<file path="config.mk">
export PLATFORM = sky130hd
export DESIGN_NAME = cache
export DESIGN_NICKNAME = d
export VERILOG_FILES = /design/src/rtl/cache.sv
export SDC_FILE = /design/constraint.sdc
export NUM_CORES = 2
export LEC_CHECK = 0
export BUFFER_PORTS_ARGS = -buffer_cell sky130_fd_sc_hd__buf_4
export CORE_UTILIZATION = 52
export CTS_BUF_LIST = sky130_fd_sc_hd__clkbuf_2 sky130_fd_sc_hd__clkbuf_4 sky130_fd_sc_hd__clkbuf_8
export CTS_CLUSTER_DIAMETER = 40
export CTS_CLUSTER_SIZE = 25
export DETAILED_ROUTE_END_ITERATION = 6
export PLACE_DENSITY = 0.68
export SYNTH_ARGS = -nofsm -noshare
export SYNTH_HDL_FRONTEND = slang
export SYNTH_SLANG_ARGS = --single-unit
</file>
<file path="constraint.sdc">
create_clock -name clock -period 4.3 [get_ports clock]
set_input_delay 0.215 -clock clock [delete_from_list [all_inputs] [get_ports clock]]
set_output_delay 0.215 -clock clock [all_outputs]
set_load 0.005 [all_outputs]
</file>
<file path="src/rtl/cache.sv">
// Direct-mapped, write-through, write-allocate byte cache with 2-byte lines.
// Read hits complete locally; writes and read misses go to memory and refill the line.
module cache #(
   parameter int unsigned INDEX_BITS = 6
) (
   input  logic        clock,
   input  logic        reset,
   input  logic [24:0] cpu_request,
   input  logic        cpu_request_ready,
   input  logic [15:0] invalidate_address,
   input  logic [15:0] memory_response,
   input  logic        memory_response_ready,
   output logic [24:0] memory_request,
   output logic        memory_request_ready,
   output logic [7:0]  data_out,
   output logic        data_out_ready
);

   localparam int unsigned NUM_LINES = 2 ** INDEX_BITS;
   localparam int unsigned TAG_BITS  = 15 - INDEX_BITS;

   localparam logic [1:0] IDLE   = 2'd0;
   localparam logic [1:0] LOOKUP = 2'd1;
   localparam logic [1:0] MEM    = 2'd2;
   localparam logic [1:0] DONE   = 2'd3;

   logic [1:0]           state;
   logic [24:0]          req;
   logic [15:0]          inv_reg;
   logic [NUM_LINES-1:0] line_valid;
   logic [TAG_BITS-1:0]  line_tag  [NUM_LINES];
   logic [15:0]          line_data [NUM_LINES];

   logic                  req_write;
   logic [15:0]           req_addr;
   logic [INDEX_BITS-1:0] req_index;
   logic [TAG_BITS-1:0]   req_tag;
   logic                  hit;
   logic                  fill;
   logic [INDEX_BITS-1:0] inv_index;
   logic [TAG_BITS-1:0]   inv_tag;
   logic                  inv_hit;

   assign req_write = req[24];
   assign req_addr  = req[15:0];
   assign req_index = req_addr[INDEX_BITS:1];
   assign req_tag   = req_addr[15:INDEX_BITS+1];
   assign hit       = line_valid[req_index] && (line_tag[req_index] == req_tag);
   assign fill      = (state == MEM) && memory_response_ready;

   assign inv_index = invalidate_address[INDEX_BITS:1];
   assign inv_tag   = invalidate_address[15:INDEX_BITS+1];

   // A fill landing on the same line this cycle is judged by the incoming tag,
   // so an invalidation of the block being fetched still leaves the line invalid.
   always_comb begin
      inv_hit = 1'b0;
      if (invalidate_address != inv_reg) begin
         if (fill && (inv_index == req_index))
            inv_hit = (inv_tag == req_tag);
         else
            inv_hit = line_valid[inv_index] && (line_tag[inv_index] == inv_tag);
      end
   end

   assign memory_request       = req;
   assign memory_request_ready = (state == MEM);
   assign data_out_ready       = (state == DONE);

   always_ff @(posedge clock) begin
      if (reset) begin
         state      <= IDLE;
         req        <= '0;
         inv_reg    <= '0;
         line_valid <= '0;
         data_out   <= '0;
      end else begin
         inv_reg <= invalidate_address;
         case (state)
            IDLE: begin
               if (cpu_request_ready) begin
                  req   <= cpu_request;
                  state <= LOOKUP;
               end
            end
            LOOKUP: begin
               if (!req_write && hit) begin
                  data_out <= req_addr[0] ? line_data[req_index][15:8]
                                          : line_data[req_index][7:0];
                  state    <= DONE;
               end else begin
                  state <= MEM;
               end
            end
            MEM: begin
               if (memory_response_ready) begin
                  line_valid[req_index] <= 1'b1;
                  data_out <= req_addr[0] ? memory_response[15:8] : memory_response[7:0];
                  state    <= DONE;
               end
            end
            DONE: begin
               if (!cpu_request_ready)
                  state <= IDLE;
            end
            default: state <= IDLE;
         endcase
         if (inv_hit)
            line_valid[inv_index] <= 1'b0;
      end
   end

   always_ff @(posedge clock) begin
      if (!reset && fill) begin
         line_tag[req_index]  <= req_tag;
         line_data[req_index] <= memory_response;
      end
   end

endmodule

</file>
==> flow_summary.ini <==
[finish]
largest_reg_flops = 1024
instances_no_fill = 6231
fin_util = 0.606
final_common_cell = edfxtp_1
drive_gt1_frac = 0.330
fin_nets = 4318
area_growth_pct = 15.5
nFillCells = 9725
layout_common_cells = 1600 x edfxtp_1, 519 x mux4_2, 324 x buf_4
largestRegisters = line_data: 1024 flops, line_tag: 576 flops, line_valid: 64 flops
largest-register = line_data

[critical_path]
cpLargestDelayFamily = compound AO/OA/AOI/OAI gates
cpMostUsedCell = buf_4
crit_path_max_incr_delay_ns = 0.83
cp_slowest_cell = dfxtp_4
end_kind = flop
cp.required_ns = 5.16
worst_ep_arrival_time_ns = 5.17
crit_buf_inv = 3
crit_fanout = 39
worstPathCellList = buf_4 > buf_4 > mux4_2 > mux2i_1 > mux2i_1 > o21ai_0 > a21oi_1 > xor2_1 > nor2_1 > buf_4 > a41oi_4 > mux2_2
start_kind = flop
crit_type = flop to flop

[placed_design]
place_inst = 5721
hpwl_mm = 149
place_ws_ns = 0.0451
routabilityCongestion = 1.00
port_buffers = 95

[synth]
synth_edf_count = 1600
ys_warn_count = 0
syn_nets = 3867
syn_area_per_cell_um2 = 19.0
synthFlopType = edfxtp_1
async_flop_share = 0
yosys_register_bits = 1721
syn_area_mm2 = 0.0724
synth.distinct_cells = 70
syn_inst = 3802
yosysSeqAreaShare = 0.698

[floorplan]
die_h_um = 375
die_w_um = 375
io-pin-count = 96
initial_core_util = 0.525
fp.dieArea_mm2 = 0.141
core-area_mm2 = 0.138
std_cell_rows = 136

[drt]
ant_nets = 0
vias = 43800
drt-total-wl_mm = 242
first_iter_violations = 7460
drc = 4
drt_pass1_iterations = 7
wire_per_inst_um = 38.8
via_per_inst = 7.03

[global_route]
grt_usage = 0.345
grt_antenna_before_repair = 14
grt_first_pass_wirelength_mm = 332
grt_pass1_vias = 42300
grt_max_degree = 67
grt-ovfl-total = 0

[outcome]
violations = DRC, setup timing
outcome = complete, but fails checks

[timing]
fmax_mhz = 232
final_max_slew_viol_count = 0
layout_min_cycle_time_ns = 4.32
worstMarginPinSlew_ns = 1.27
finalWorstSetupSlack_ns = -0.0162
clock-skew-final_ns = 0.0623
hold_viol_final = 0
finalSetupViolCount = 6
finalCritPeriodShare = 1.00
holdWs_ns = 0.0855
relSlewSlack = 0.152
rsz0062_at_grt = false

[clock_network]
cts_tree = done
cts_max_level = 4
cts.sinks = 1721
root_buffer = clkbuf_8
tritoncts.num_buffers = 207
clock_latency_ns = 0.99
clk_path_buf_depth = 3
clk_pin_slew_ns = 0.08

[power_and_ir_drop]
power_density_mw_per_mm2 = 468
comb_power_share = 0.170
sw_frac_of_total = 0.280
clkPwrFrac = 0.345
internal-power_mw = 28.2
p_leak_nw = 26.5
pwr-share-seq = 0.485
ir_drop_v = 0.000290
p_sw_mw = 10.9

[job]
drv_cap = 0

[min_path]
hold_start = invalidate_address[0]
hp-class = input pin to flop
## synthesized netlist by cell type (9+ instances only)
cell type  count  area share
nand2_1      159      0.0082
o21ai_0       22      0.0015
o22ai_1       41      0.0035
o211ai_1       9     0.00093
nand2b_1      21      0.0018
o221ai_1      16      0.0019
mux2i_1      157       0.022
mux2_2        78       0.012
xor2_1        16      0.0019
nand4_1       20      0.0017
buf_4         28      0.0029
edfxtp_1    1600        0.66
nor3_1         9     0.00062
buf_1         20      0.0010
nor2_1       108      0.0056
nand3_1       34      0.0024
buf_6         11      0.0017
a22o_1        11      0.0013
o22a_1         9      0.0011
and2_1        15      0.0013
and3_1        11     0.00095
nor3b_1       12      0.0012
clkbuf_1     103      0.0053
a22oi_1       63      0.0065
inv_1         11     0.00057
a21o_1        11      0.0011
nor2b_1       48      0.0042
buf_2         98      0.0068
mux4_2       519        0.16
xnor2_1       29      0.0035
a221o_1        9      0.0012
a31oi_1       13      0.0011
a311oi_1       9      0.0011
a21oi_1      186       0.013
a221oi_1      57      0.0069
a211oi_1      16      0.0017
dfxtp_1      121       0.033
## final timing paths
| check | end | slack, ns | cells after the start |
|---|---|---|---|
| hold / removal | inv_reg[0]$_SDFF_PP0_ | 0.09 | 3 |
| hold reg to reg | line_valid[56]$_SDFF_PP0_ | 0.53 | 2 |
| setup / recovery | data_out[7]$_SDFFE_PP0P_ | -0.02 | 12 |
| setup reg to reg | data_out[7]$_SDFFE_PP0P_ | -0.02 | 12 |
## metrics by stage
step | total power, mW | TNS [ns] | cell area (um2)
after floorplan | 23.0 | 0 | 72400
after global placement | 25.6 | 0 | 77400
after detailed placement | 25.6 | 0 | 77400
after CTS | 39.0 | 0 | 83600
after global routing | 40.0 | 0 | 83600
final | 39.1 | -0.0296 | 83600
## worst min-delay path, cell delays in order
cell           delay, ns
dlygate4sd3_1       0.52
buf_4               0.15
nor2b_1             0.12
## power by group through the flow
stage	registers (mW)	logic, mW	clock network (mW)
2_1_floorplan	19.2	3.84	0
3_3_place_gp	19.3	6.25	0
3_5_place_dp	19.3	6.29	0
4_1_cts	18.9	6.47	13.6
5_1_grt	18.9	6.87	14.2
6_report	18.9	6.65	13.5
## layer usage
layer,vias to the layer above,global-route usage,wire [um]
met2,3673,0.492,104000
li1,16900,-,-
met5,-,0,102
met3,637,0.107,35200
met1,22600,0.485,89000
met4,12,0.167,13500
## layout make-up
class	instances	area (um2)	share of cell area
repair buffers	502	4800	0.0574
inverters	15	56.3	0.000674
diodes	4	10.0	0.000120
clock inverters	163	1920	0.0229
multi-input cells	1806	21000	0.252
clock buffers	226	3020	0.0362
well taps	1794	2240	0.0269
flip-flops and latches	1721	50500	0.604
## cell families (layout without fill, tap and decap cells)
logic type | count (synthesis) | in the layout | share of synthesized area
AOI/OAI and AO/OA | 525 | 525 | 0.0498
xor gates and xnor gates | 45 | 45 | 0.00545
adders and majority gates | 4 | 4 | 0.000692
buffers and inverters | 275 | 906 | 0.0186
DFF | 1721 | 1721 | 0.698
muxes | 755 | 755 | 0.196
other | 0 | 4 | 0
and+or+nand+nor | 477 | 477 | 0.0325
## what timing repair did
action                     4_1_cts  5_1_grt
hold endpoints to repair      1090        0
setup endpoints to repair        0        8
hold buffers                   116        0
gates resized for setup          0        1
buffers inserted                 0        1
Note: power is estimated with default switching activity, not from simulation.
